$ cat src/rtl/aes_lite_pkg.sv
// rtl/aes_lite_pkg.sv - shared types, S-box and round constants for the AES-lite datapath
package aes_lite_pkg;

    // Width of round indices; covers up to 15 rounds, which is enough for the 10-round maximum.
    localparam int IDX_W      = 4;
    localparam int MAX_ROUNDS = 10;

    typedef enum logic [1:0] {
        IDLE,
        EXPAND,
        STREAM
    } state_t;

    // 4-bit S-box, entry 0 in the lowest nibble: 0..F -> C,5,6,B,9,0,A,D,3,E,F,8,4,7,1,2.
    localparam logic [63:0] SBOX_TABLE = 64'h2174_8FE3_DA09_B65C;

    function automatic logic [3:0] sbox4(input logic [3:0] x);
        return SBOX_TABLE[{x, 2'b00} +: 4];
    endfunction

    // Round constants are successive xtime steps over 0x11B; round 0 and out-of-range rounds add nothing.
    function automatic logic [7:0] rcon(input logic [IDX_W-1:0] round);
        logic [7:0] rc;
        case (round)
            4'd1:    rc = 8'h01;
            4'd2:    rc = 8'h02;
            4'd3:    rc = 8'h04;
            4'd4:    rc = 8'h08;
            4'd5:    rc = 8'h10;
            4'd6:    rc = 8'h20;
            4'd7:    rc = 8'h40;
            4'd8:    rc = 8'h80;
            4'd9:    rc = 8'h1B;
            4'd10:   rc = 8'h36;
            default: rc = 8'h00;
        endcase
        return rc;
    endfunction

endpackage

$ cat src/rtl/aes_lite_key_round.sv
// rtl/aes_lite_key_round.sv - one key-expansion step, previous round key to next round key
module aes_lite_key_round
    import aes_lite_pkg::*;
(
    input  logic [7:0]       prev_key,
    input  logic [IDX_W-1:0] round,
    output logic [7:0]       next_key
);

    // Nibbles are substituted and swapped, then the round constant is folded in.
    assign next_key = {sbox4(prev_key[3:0]), sbox4(prev_key[7:4])} ^ rcon(round);

endmodule

$ cat src/rtl/aes_lite_key_sched.sv
// rtl/aes_lite_key_sched.sv - expands an 8-bit key into a buffered schedule and streams it to the core
module aes_lite_key_sched
    import aes_lite_pkg::*;
#(
    parameter int NUM_ROUNDS = 4
) (
    input  logic             clk,
    input  logic             rst,
    input  logic [7:0]       key_in,
    input  logic             dir_in,
    input  logic             load_valid,
    output logic             load_ready,
    input  logic             replay,
    output logic [7:0]       rk_data,
    output logic [IDX_W-1:0] rk_index,
    output logic             rk_last,
    output logic             rk_valid,
    input  logic             rk_ready,
    output logic             key_loaded,
    output logic             busy
);

    localparam logic [IDX_W-1:0] LAST_IDX = IDX_W'(NUM_ROUNDS);
    localparam logic [IDX_W-1:0] ONE      = IDX_W'(1);

    state_t           state;
    logic             dir;
    logic [IDX_W-1:0] exp_idx;
    logic [IDX_W-1:0] str_idx;
    logic [IDX_W-1:0] nxt_idx;
    logic [IDX_W-1:0] end_idx;
    logic [7:0]       next_key;

    // Sized to the full index space so any 4-bit index is a legal address; only 0..NUM_ROUNDS are used.
    logic [7:0] key_buf [2**IDX_W];

    aes_lite_key_round u_round (
        .prev_key (key_buf[exp_idx - ONE]),
        .round    (exp_idx),
        .next_key (next_key)
    );

    // Stream walks up for encryption and down for decryption; the end index stops it, so no wrap occurs.
    always_comb begin
        nxt_idx = dir ? (str_idx - ONE) : (str_idx + ONE);
        end_idx = dir ? '0 : LAST_IDX;
    end

    // Schedule buffer: key written on load, one expanded key per EXPAND cycle; contents need no reset.
    always_ff @(posedge clk) begin
        if (state == IDLE && load_valid) begin
            key_buf[0] <= key_in;
        end else if (state == EXPAND) begin
            key_buf[exp_idx] <= next_key;
        end
    end

    // Control FSM with registered stream outputs; STREAM spends its first cycle priming rk_data.
    always_ff @(posedge clk or posedge rst) begin
        if (rst) begin
            state      <= IDLE;
            dir        <= 1'b0;
            exp_idx    <= '0;
            str_idx    <= '0;
            rk_data    <= 8'h00;
            rk_index   <= '0;
            rk_last    <= 1'b0;
            rk_valid   <= 1'b0;
            key_loaded <= 1'b0;
            busy       <= 1'b0;
            load_ready <= 1'b1;
        end else begin
            case (state)
                IDLE: begin
                    if (load_valid) begin
                        // A load outranks a simultaneous replay: the old schedule is discarded.
                        dir        <= dir_in;
                        key_loaded <= 1'b0;
                        exp_idx    <= ONE;
                        state      <= EXPAND;
                        load_ready <= 1'b0;
                        busy       <= 1'b1;
                    end else if (replay && key_loaded) begin
                        dir        <= dir_in;
                        str_idx    <= dir_in ? LAST_IDX : '0;
                        state      <= STREAM;
                        load_ready <= 1'b0;
                        busy       <= 1'b1;
                    end
                end
                EXPAND: begin
                    if (exp_idx == LAST_IDX) begin
                        key_loaded <= 1'b1;
                        str_idx    <= dir ? LAST_IDX : '0;
                        state      <= STREAM;
                    end else begin
                        exp_idx <= exp_idx + ONE;
                    end
                end
                STREAM: begin
                    if (!rk_valid) begin
                        rk_data  <= key_buf[str_idx];
                        rk_index <= str_idx;
                        rk_last  <= (str_idx == end_idx);
                        rk_valid <= 1'b1;
                    end else if (rk_ready) begin
                        if (rk_last) begin
                            rk_valid   <= 1'b0;
                            rk_last    <= 1'b0;
                            state      <= IDLE;
                            busy       <= 1'b0;
                            load_ready <= 1'b1;
                        end else begin
                            str_idx  <= nxt_idx;
                            rk_data  <= key_buf[nxt_idx];
                            rk_index <= nxt_idx;
                            rk_last  <= (nxt_idx == end_idx);
                        end
                    end
                end
                default: begin
                    state      <= IDLE;
                    rk_valid   <= 1'b0;
                    busy       <= 1'b0;
                    load_ready <= 1'b1;
                end
            endcase
        end
    end

endmodule

$ cat config.mk
export PLATFORM = sky130hd
export DESIGN_NAME = aes_lite_key_sched
export DESIGN_NICKNAME = d
export VERILOG_FILES = /design/src/rtl/aes_lite_pkg.sv /design/src/rtl/aes_lite_key_round.sv /design/src/rtl/aes_lite_key_sched.sv
export SDC_FILE = /design/constraint.sdc
export NUM_CORES = 1
export LEC_CHECK = 0
export ABC_AREA = 1
export ABC_CLOCK_PERIOD_IN_PS = 3850
export BUFFER_PORTS_ARGS = -buffer_cell sky130_fd_sc_hd__buf_2
export CAP_MARGIN = 5
export CORE_AREA = 2 2 132 134
export DETAILED_ROUTE_END_ITERATION = 6
export DIE_AREA = 0 0 134 136
export PLACE_DENSITY = 0.76
export SLEW_MARGIN = 5
export SYNTH_ARGS = -nofsm -noshare
export SYNTH_HDL_FRONTEND = slang
export SYNTH_SLANG_ARGS = --single-unit
$ cat constraint.sdc
create_clock -name clk -period 3.85 [get_ports clk]
set_clock_uncertainty 0.1 [all_clocks]
set_input_delay 0.5775 -clock clk [delete_from_list [all_inputs] [get_ports clk]]
set_output_delay 0.5775 -clock clk [all_outputs]
set_load 0.01 [all_outputs]
==> impl_summary.md, run 1 <==
Synthesis
The synthesized design spends more area on one cell type than any other, namely edfxtp_1. The commonest cells after synthesis are 299 x nand2_1, 167 x nand3_1, 160 x o21ai_0. The share of the synthesized area in the top cell type is between 30 and 40%. Synthesis produced a netlist whose cell count is about 1.3k. The dominant cell by count in the synthesized netlist is nand2_1.

Yosys printed 0 warnings. The sequential fraction of the synthesis area is 45.8%. Counting flops with a built-in enable in the synthesized netlist gives ~130.

The synthesized netlist net count is 1,332. The synthesized flop and latch total is 156. Yosys attributes the largest share of cell area to edfxtp_1 39%, nand2_1 11%, nand3_1 8.4%. The flip-flop cell with the highest count after synthesis is edfxtp_1. The count of unique library cells instantiated by Yosys is 39. The area of the mapped netlist is between 0.009 and 0.01 sq mm.

The average footprint of a synthesized cell is ~7.7 sq um. For this run, asynchronously set or reset flops after synthesis account for 17.9%.

Final layout
In the final layout, the multi-input gates occupy 0.00451 sq mm. The layout cell share with drive strength beyond 1 is under 10%. Once layout is complete, the utilization of the core stands at 64.0%. The relative area change from synthesis to final layout is 9.02%. The filler-free cell count of the finished design is 1,532. For this run, the post-layout net count is 1,333. Counting the fill cells in the layout gives 1,448. The area taken by flip-flops and latches is roughly 0.0046 sq mm. The repair_antennas step left the layout with diodes totalling 0. The final design instance area without fill is 0.0108 sq mm.

Die
The area of the placeable core is 0.0169 sq mm. The starting utilization of the core area is 58.7%. The die area is 0.0182 sq mm. The initialized floorplan defines 48 standard-cell rows. Pin placement for this block handled 31 I/O pins.

The height of the chip is 136 um. In this run the horizontal extent of the chip is 134 um.

Routing
The pre-antenna-repair detailed-routing pass consisted of 7 iterations. Once detail routing completed, the nets flagged for antenna violations numbered 0. In the routed layout, each cell is associated on average with a via count of about 6.3. Dividing the detail-routed wire length by the instance count gives 20.2 um.

The routed design has between 30 and 40 mm of wire. In this run, the number of DRC markers left after iteration 0 of detailed routing was 1,386. The post-detailed-route DRC marker count is 0. The routed layout has 9,634 vias.

Setup path
The critical path capture point type is a flop. The number of cells on the worst reg-to-reg path is 15. STA classifies the critical path startpoint as a flop. STA puts the critical path data arrival time at 3.52 ns. Of all nets on the critical path, the largest fanout is 39.

At the worst endpoint, the required time is 3.77 ns. The classification of the worst setup path is flop to flop.

Timing
The number of failing hold endpoints at the final stage came to 0. The total negative slack for setup checks is 0 ns. The worst-case headroom to the max-slew limit is roughly a quarter.

The worst path in the final design needs a cycle of between 3 and 4 ns, including I/O delays and setup. The total of endpoints with negative setup slack in the final report is 0. Dividing the final minimum period by the clock period gives between 90% and 100%.

Setup repair after global routing left no endpoint under its margin. The number of slew-limit violations in the final report is 0. At the pin with the least slew margin, the transition time is around 1.1 ns. The peak clock frequency supported by timing is roughly 280 MHz.

Clock tree
Counting every sink on the clock net gives between 150 and 200. At the later pin of the worst-skew pair, clock insertion delay measures ~0.43 ns. The post-cts resize count is 0.

After clock tree synthesis, the clock-pin slew on the worst setup and hold paths is around 0.060 ns. The CTS tree is built. The maximum buffer depth of the clock tree is 2. In this run, post-CTS hold repair placed 0 buffers. The number of H-tree levels is 4. The cell at the root of the clock tree is clkbuf_16. The number of buffers created by CTS is 17. Buffers added to address setup during post-CTS repair amount to 0.

Run status
The flow ran to the end, and the final reports show no timing, DRC or antenna violations.

Placement
At the end of routability-driven placement, the weighted congestion stood at 0.996. The cell count after placement is roughly 1.5k. The half-perimeter wire length after detailed placement is roughly 20 mm. In this run the cell area measured after placement is 0.0102 sq mm. The count of input and output buffers is 30.

Global route
Global routing used 34.3% of the available tracks. The number of global-route vias before repair is 8,580. Entering global routing, the biggest net connects 80 pins. The number of antenna violations at the first check in global routing was 0. The global-route wire length before repair is 47.0 mm. The residual overflow from global routing is 0.

Hold path
The tightest min-delay check is of the input port to async pin type.

Run
Max-cap violations in this run came to 0.
-- per-layer routing --
metal  global-route usage (%)  vias up  wire, um
li1                         -     4397         -
met1                     46.6     4414     11800
met2                     52.2      706     13700
met3                     8.72      117      4270
met4                     15.1        0      1140
met5                        0        -         0
-- logic make-up after synthesis --
family	after synthesis	share of synthesized area, %
adders and majority gates	25	3.23
and+or+nand+nor	554	23.8
AOI/OAI and AO/OA	337	17.9
buffers and inverters	216	8.80
xor gates and xnor gates	5	0.442
DFF	156	45.8
-- worst max-delay path: stages (launching register included) --
cell and delay (ns):
dfrtp_1 0.47, inv_1 0.15, ha_1 0.37, buf_6 0.35, nand3_1 0.14, nand3_1 0.11, nand3_1 0.14, nand2_1 0.25
inv_1 0.12, ha_1 0.21, nand3_1 0.11, nand3_1 0.11, nand2_1 0.07, nand2_1 0.04, nand3_1 0.06, nand2_1 0.37
-- final timing paths --
check                                 from             to  slack, ns
worst max-delay path            exp_idx[1]  key_buf[2][1]       0.24
worst min register to register  rk_data[3]     rk_data[3]       0.37
worst min-delay path                   rst       rk_valid       0.22
max in group asynchronous              rst     str_idx[0]       2.71
min in group clk                    dir_in            dir       0.27
worst max register to register  exp_idx[1]  key_buf[2][1]       0.24
-- cell usage in the layout, fill, tap and decap left out, drive strengths merged --
cell type,Yosys,routed
o2111ai,3,3
nand4,1,1
xnor2,3,3
a21oi,136,136
clkbuf,45,20
o31ai,4,4
a31oi,5,5
or2,1,1
clkinvlp,0,3
bufinv,0,2
nor3,4,4
nand3,169,169
clkinv,2,8
nor4,1,1
o221ai,1,1
ha,24,24
nand2,306,306
o21ai,165,165
nand3b,6,6
fa,1,1
o22ai,3,3
o211ai,15,15
buf,34,61
dfstp,1,1
o21a,1,1
edfxtp,128,128
xor2,2,2
dfrtp,27,27
inv,135,136
nor2,65,65
a2bb2oi,3,3
nor3b,1,1
a21boi,1,1
-- flip-flops by register name (all words and copies together), names as in the netlist --
register,count
rk_data,8
state,2
rk_index,4
dir,1
rk_valid,1
key_buf,128
rk_last,1
exp_idx,4
load_ready,1
key_loaded,1
str_idx,4
busy,1
-- through the flow --
stage	setup WS, ns	hold WS, ns
global placement	0.323	0.361
finish	0.243	0.219
CTS	0.166	0.235
global route	0.0794	0.269
floorplan	0.679	0.393
detailed placement	0.171	0.362
-- cell type report --
class / count / share of cell area (%)
multi-input cells: 921 / 41.7
clock inverters: 12 / 1.15
clock buffers: 20 / 4.04
inverters: 137 / 4.80
well taps: 225 / 2.60
repair buffers: 61 / 3.58
flip-flops and latches: 156 / 42.1
Power of run 1 is left out: the tool's default activity adds up to more than one toggle a clock period on the data nets, which glitch-free logic cannot reach.
==> run 2: changes to the inputs <==
==> constraint.sdc (replaced) <==
create_clock -name clk -period 3.85 [get_ports clk]
set_clock_uncertainty 0.1 [all_clocks]
set_input_delay 0.77 -clock clk [delete_from_list [all_inputs] [get_ports clk]]
set_output_delay 0.77 -clock clk [all_outputs]
set_load 0.01 [all_outputs]
==> run 2 against run 1 <==
Against the previous run: non-clock buffer count stayed put; global-route usage hardly changed; first-iteration DRC count grew 9.4%; register-to-register slack better by 0.02 ns; cell count is the same; critical path depth up 1; critical endpoint is now key_buf[0][2]; largest cell class unchanged.
==> impl_summary.md, run 2 (synthesis gave the netlist of run 1 again) <==
Run status
The run finished with clean final reports.

Final layout
The largest registers in the layout are key_buf: 128 flops, rk_data: 8 flops. The leading cell type in the layout, fill and taps excluded is nand2_1. The number of diodes added for antenna fixing is 0 (unchanged). The layout cell share with drive strength beyond 1 is 8.88% (-0.15 points). The filler cell count is 1,433 (-1.0%).

The number of flip-flops in the largest register is 128 (unchanged). The relative area change from synthesis to final layout is 9.17%. The register bank with the most flops is key_buf. Leaving out fill and tap cells, the most frequent cells in the layout are 296 x nand2_1, 167 x nand3_1, 160 x o21ai_0. The final net count came to 1,333 (unchanged).

Timing
The total of endpoints with negative setup slack in the final report is 0 (unchanged). The worst-case headroom to the max-slew limit was 24.3% (-2.0 points). The total negative slack for setup checks is 0 ns (unchanged). The number of failing hold endpoints at the final stage came to 0 (unchanged). Setup repair after global routing left no endpoint under its margin.

The number of slew-limit violations in the final report is 0 (unchanged). The post-route fraction of the period consumed by the critical path is 93.1% (-0.56 points). The peak clock frequency supported by timing came to 279 MHz (+0.60%).

The actual transition at the worst max-transition pin is 1.13 ns (+0.0298 ns). The minimum clock period was 3.59 ns (-0.0214 ns).

Clock tree
The maximum buffer depth of the clock tree is 2 (unchanged). The clock input transition at the sequential cells of the worst setup and hold paths was 0.06 ns (about the same). The number of H-tree levels came to 4 (unchanged). The buffer count from post-CTS setup fixing came to 0 (unchanged). The clock sink count was 156 (unchanged). The cell at the root of the clock tree is clkbuf_16. The number of buffers created by CTS is 17 (unchanged). TritonCTS built the clock tree. The clock latency reported for the late side of the worst-skew pair is 0.44 ns (about the same).

Placement
The routability congestion estimate from global placement is 0.994 (-0.19%). The half-perimeter wire length after detailed placement came to 19.7 mm (+0.15%). The count of input and output buffers is 30 (unchanged).

Setup path
By startpoint and endpoint, the worst setup path is classified as flop to flop. The worst setup path is captured at a flop. The critical path data required time is 3.80 ns (+0.03 ns). The critical path data arrival time is 3.53 ns (about the same). The maximum fanout count along the critical path is 39 (unchanged). STA classifies the critical path startpoint as a flop.

Die
The height of the chip was 136 um (unchanged). The die area was 0.0182 sq mm (unchanged). The area of the placeable core is 0.0169 sq mm (unchanged).

The starting utilization of the core area is 58.7% (unchanged). The number of placement rows is 48 (unchanged). The die boundary width is 134 um (unchanged).

The top-level I/O count is 31 (unchanged).

Routing
The number of optimization iterations in the first detailed-route pass is 7 (unchanged). The post-detailed-route DRC marker count was 0 (unchanged). The sum of routed wire length over all layers is 30.8 mm (-0.48%).

The per-cell via count in the routed design is 6.24 (-0.83%). The average wire per cell in the routed design is 20.1 um (-0.48%). The post-route antenna net violation count is 0 (unchanged).

The number of design-rule violations left by the first detailed-router iteration is 1,516 (+9.4%). The via count came to 9,554 (-0.83%).

Global route
The total global-route track usage is 34.3% (about the same). The number of global-route vias before repair is 8,574 (-0.070%). The residual overflow from global routing came to 0 (unchanged). The pin count of the biggest net entering global routing is 80 (unchanged). The number of antenna violations at the first check in global routing is 0 (unchanged). The global-route wire length before repair is 47.0 mm (about the same).

Hold path
The classification of the worst-slack hold path is flop to flop.

Run
The reported max-cap violation count is 0 (unchanged).
[run 2: cell types whose count changed in the layout (fill, tap and decap cells not counted)]
cell / previous run / this run
clkinv_1: 3 / 4
clkinv_2: 4 / 1
inv_6: 1 / 0
nand2_1: 294 / 296
clkinv_4: 1 / 2
clkbuf_8: 0 / 2
clkbuf_1: 3 / 2
clkinvlp_4: 3 / 4
nand2_2: 12 / 10
[run 2: stage by stage]
step / worst slack (ns) / area [sq um] / hold WS [ns] / util, % / instances
global placement: 0.325 / 10200 / 0.361 / 60.6 / 1500
finish: 0.265 / 10800 / 0.375 / 64.1 / 1532
floorplan: 0.679 / 9910 / 0.393 / - / 1293
global route: 0.0279 / 10800 / 0.405 / 64.1 / 1532
CTS: 0.180 / 10800 / 0.378 / 64.1 / 1532
detailed placement: 0.237 / 10200 / 0.361 / 60.6 / 1500
[run 2: path summary, 6_finish.rpt]
| check | from | end | slack [ns] | cells after the start |
|---|---|---|---|---|
| min reg2reg | rk_data[1] | rk_data[1] | 0.38 | 2 |
| min | rk_data[1] | rk_data[1] | 0.38 | 2 |
| max reg2reg | exp_idx[1] | key_buf[0][2] | 0.26 | 16 |
| min in group asynchronous | rst | rk_valid | 0.39 | 2 |
| max | exp_idx[1] | key_buf[0][2] | 0.26 | 16 |
| max in group asynchronous | rst | rk_data[4] | 2.59 | 3 |
[run 2: routing by layer]
layer	wire length (um)	up-vias	share of wire, %	GRT usage (%)
li1	-	4396	-	-
met5	0	-	0	0
met3	4170	124	14	9.06
met1	11600	4320	38	45.5
met2	13500	714	44	52.7
met4	1490	0	4.8	16.3
[run 2: critical path, stage by stage (launching register included)]
cell and delay (ns):
dfrtp_1 0.45, inv_1 0.14, ha_1 0.38, buf_6 0.34, nand3_1 0.13, nand3_1 0.10
nand3_1 0.11, nand2_1 0.24, inv_1 0.12, ha_1 0.31, inv_1 0.04, nand3_1 0.09
nand3_1 0.11, nand2_1 0.08, nand2_1 0.05, nand3_1 0.07, nand2_1 0.31
[run 2: cell type report]
| cell class | instances | area (sq um) | area share, % |
|---|---|---|---|
| clock buffer | 21 | 460 | 4.25 |
| timing repair buffer | 61 | 387 | 3.57 |
| sequential | 156 | 4550 | 42.1 |
| multi-input combinational | 921 | 4500 | 41.6 |
| clock inverter | 11 | 120 | 1.11 |
| inverter | 137 | 519 | 4.80 |
| tap | 225 | 282 | 2.60 |
[run 2: repair_timing]
item	in CTS	in global routing
hold buffers	0	0
endpoints found under the setup margin	0	104
resized for setup	0	6
Power of run 2 is left out for the same reason.
==> run 3: changes to the inputs <==
--- a/config.mk
+++ b/config.mk
@@ -9,10 +9,11 @@
 export ABC_CLOCK_PERIOD_IN_PS = 3850
 export BUFFER_PORTS_ARGS = -buffer_cell sky130_fd_sc_hd__buf_2
 export CAP_MARGIN = 5
-export CORE_AREA = 2 2 132 134
+export CORE_AREA = 2 2 138 140
+export CTS_BUF_LIST = sky130_fd_sc_hd__clkbuf_2 sky130_fd_sc_hd__clkbuf_4 sky130_fd_sc_hd__clkbuf_8
 export DETAILED_ROUTE_END_ITERATION = 6
-export DIE_AREA = 0 0 134 136
-export PLACE_DENSITY = 0.76
+export DIE_AREA = 0 0 140 142
+export PLACE_DENSITY = 0.71
 export SLEW_MARGIN = 5
 export SYNTH_ARGS = -nofsm -noshare
 export SYNTH_HDL_FRONTEND = slang
==> run 3 against run 2 <==
Against the previous run: the flow now finishes with violations (design-rule violations); design area shrank 1.1%; fmax grew 1.4%; global-route usage shrank 2.7 points; via count shrank 1.3%; sequential share of layout area grew 0.45 points; clock-buffer cell count shrank 3; non-clock buffer count grew 7; hold slack lost 0.11 ns.
==> impl_summary.md, run 3 (synthesis gave the netlist of run 1 again) <==
Routing
The post-detailed-route DRC marker count was 3 (+3). The post-route antenna net violation count came to 0 (unchanged). The per-cell via count in the routed design is 6.09 (-2.3%). The number of design-rule violations left by the first detailed-router iteration is 1,359 (-10%).

The via count came to 9,434 (-1.3%). The average wire per cell in the routed design is 20.0 um (-0.55%). The sum of routed wire length over all layers is 31.0 mm (+0.49%). The number of optimization iterations in the first detailed-route pass is 7 (unchanged).

Setup path
The worst register-to-register path begins at exp_idx[0]. The worst setup path is launched from a flop. The critical path capture point type is a flop. The delay of the slowest cell on the worst path is 0.52 ns (+0.07 ns).

The register-to-register path setup slack is 0.31 ns (+0.05 ns). The most frequent cell on the critical path is nand3_1. Traced cell by cell, the critical path runs through inv_2 > ha_1 > inv_2 > buf_4 > nand3_1 > nand3_1 > nand3_1 > nand2_1 > inv_1 > ha_1 > nand3_1 > nand3_1 > nand2_1 > nand2_1 > nand3_1 > nand2_1.

The critical path in this run is classified as flop to flop. The critical path data required time is 3.81 ns (about the same). The endpoint identified for the worst register-to-register timing path is key_buf[1][1].

The slowest stage of the critical path belongs to the cell dfrtp_2. The maximum fanout count along the critical path came to 16 (-59%). The critical path data arrival time is 3.50 ns (-0.03 ns).

The end point of the critical path is key_buf[1][1]. The worst reg2reg path depth is 16 (unchanged). The launching instance or port of the critical path is exp_idx[0].

Timing
The total negative slack for setup checks is 0 ns (unchanged). The peak clock frequency supported by timing is 283 MHz (+1.4%). The post-route fraction of the period consumed by the critical path was 91.8% (-1.3 points). The worst-case headroom to the max-slew limit is 15.7% (-8.6 points). The actual transition at the worst max-transition pin is 1.26 ns (+0.129 ns). The number of failing hold endpoints at the final stage is 0 (unchanged). Setup repair after global routing left no endpoint under its margin.

The final hold slack is 0.263 ns (-0.112 ns). The minimum clock period came to 3.54 ns (-0.0496 ns). The total of endpoints with negative setup slack in the final report is 0 (unchanged). The number of slew-limit violations in the final report is 0 (unchanged).

Final layout
The area taken by flip-flops and latches is 0.00455 sq mm (unchanged). The leading cell type in the layout, fill and taps excluded is nand2_1. The register bank with the most flops is key_buf.

The final design instance area without fill is 0.0107 sq mm (-1.1%). The final net count is 1,340 (+0.53%). Leaving out fill and tap cells, the most frequent cells in the layout are 294 x nand2_1, 167 x nand3_1, 160 x o21ai_0. The relative area change from synthesis to final layout is 8.01%.

The share of the core filled with cells in the final layout came to 58.0% (-6.1 points). The layout cell share with drive strength beyond 1 is 9.82% (+0.94 points). The number of diodes added for antenna fixing is 0 (unchanged). The multi-input logic area is 0.00451 sq mm (+0.11%). The largest registers in the layout are key_buf: 128 flops, rk_data: 8 flops. The filler cell count is 1,652 (+15%).

The number of flip-flops in the largest register is 128 (unchanged).

Die
The starting utilization of the core area is 53.7% (-5.0 points). The area of the placeable core was 0.0185 sq mm (+9.4%). The number of placement rows is 50 (+4.2%). The die boundary width is 140 um (+4.5%). The height of the chip is 142 um (+4.4%).

The top-level I/O count was 31 (unchanged). The die area was 0.0199 sq mm (+9.1%).

Clock tree
The number of H-tree levels came to 4 (unchanged). The cell sitting at the root of the clock tree is a clkbuf_8. The number of buffers inserted for hold repair after clock tree synthesis is 0 (unchanged). The CTS tree is built.

The clock input transition at the sequential cells of the worst setup and hold paths came to 0.10 ns (+0.04 ns). The clock sink count came to 156 (unchanged). The clock latency reported for the late side of the worst-skew pair is 0.48 ns (+0.04 ns).

The maximum buffer depth of the clock tree came to 2 (unchanged). The number of buffers created by CTS came to 17 (unchanged). The buffer count from post-CTS setup fixing is 0 (unchanged).

Global route
The total global-route track usage is 31.6% (-2.7 points). The pin count of the biggest net entering global routing is 91 (+14%). The residual overflow from global routing is 0 (unchanged). The number of antenna violations at the first check in global routing is 0 (unchanged). The global-route wire length before repair was 47.3 mm (+0.56%). The number of global-route vias before repair came to 8,359 (-2.5%).

Placement
The count of input and output buffers came to 30 (unchanged). The half-perimeter wire length after detailed placement is 20.0 mm (+1.3%). The area of placed instances is 0.0103 sq mm (+0.99%). The routability congestion estimate from global placement is 0.900 (-9.5%).

Hold path
The worst hold path belongs to the class input port to async pin.

Run
The reported max-cap violation count was 0 (unchanged).

Run status
The run finished, with violations left. The checks that failed: design-rule violations.
run 3: cell types whose count changed in the layout (fill, tap and decap cells not counted), moves of 2 or more:
cell       before  now
clkbuf_8        2   17
nand2_1       296  294
clkinv_2        1    4
buf_4          30   35
clkinv_1        4    2
clkbuf_16      17    0
clkinv_4        2    4
clkbuf_1        2    0
nand2_2        10   12
buf_12          0    3
run 3: area by class of cell:
type / instances / share of cell area [%]
Multi-Input combinational cell: 921 / 42.1
Clock inverter: 14 / 1.16
Timing Repair Buffer: 68 / 4.42
Sequential cell: 156 / 42.5
Tap cell: 234 / 2.73
Clock buffer: 18 / 2.25
Inverter: 137 / 4.83
run 3: worst max-delay path: cells and delay by family, from the launching register on:
family / cells / cell delay [ns]
flip-flops: 1 / 0.52
buffers and inverters: 4 / 0.52
AND/OR/NAND/NOR: 10 / 1.34
adder cells (fa/ha/maj): 2 / 0.62
run 3: how the worst min path moves through the flow:
stage / end / slack, ns / cells past startpoint
finish: rk_data[6] / 0.26 / 3
global route: exp_idx[1] / 0.31 / 3
floorplan: load_ready / 0.39 / 2
CTS: rk_data[6] / 0.28 / 3
detailed placement: rk_index[3] / 0.36 / 2
global placement: rk_index[3] / 0.36 / 2
run 3: layer usage:
metal  GRT usage, %  vias to the layer above  part of all wire, %  routed length [um]
li1               -                     4398                    -                   -
met1           44.2                     4319                   40               12400
met2           47.4                      608                   43               13300
met3           6.86                      109                   13                3890
met4           14.2                        0                  4.5                1400
met5              0                        -                    0                   0
run 3: what timing repair did:
| item | in CTS | in global routing |
|---|---|---|
| endpoints found under the hold margin | 0 | 0 |
| setup endpoints to repair | 0 | 80 |
| resized for setup | 0 | 5 |
run 3: metrics by stage:
| stage | instances | setup WS, ns |
|---|---|---|
| 2_1_floorplan | 1293 | 0.679 |
| 3_3_place_gp | 1516 | 0.331 |
| 3_5_place_dp | 1516 | 0.282 |
| 4_1_cts | 1548 | 0.258 |
| 5_1_grt | 1548 | 0.00876 |
| 6_report | 1548 | 0.314 |
Power of run 3 is left out for the same reason.
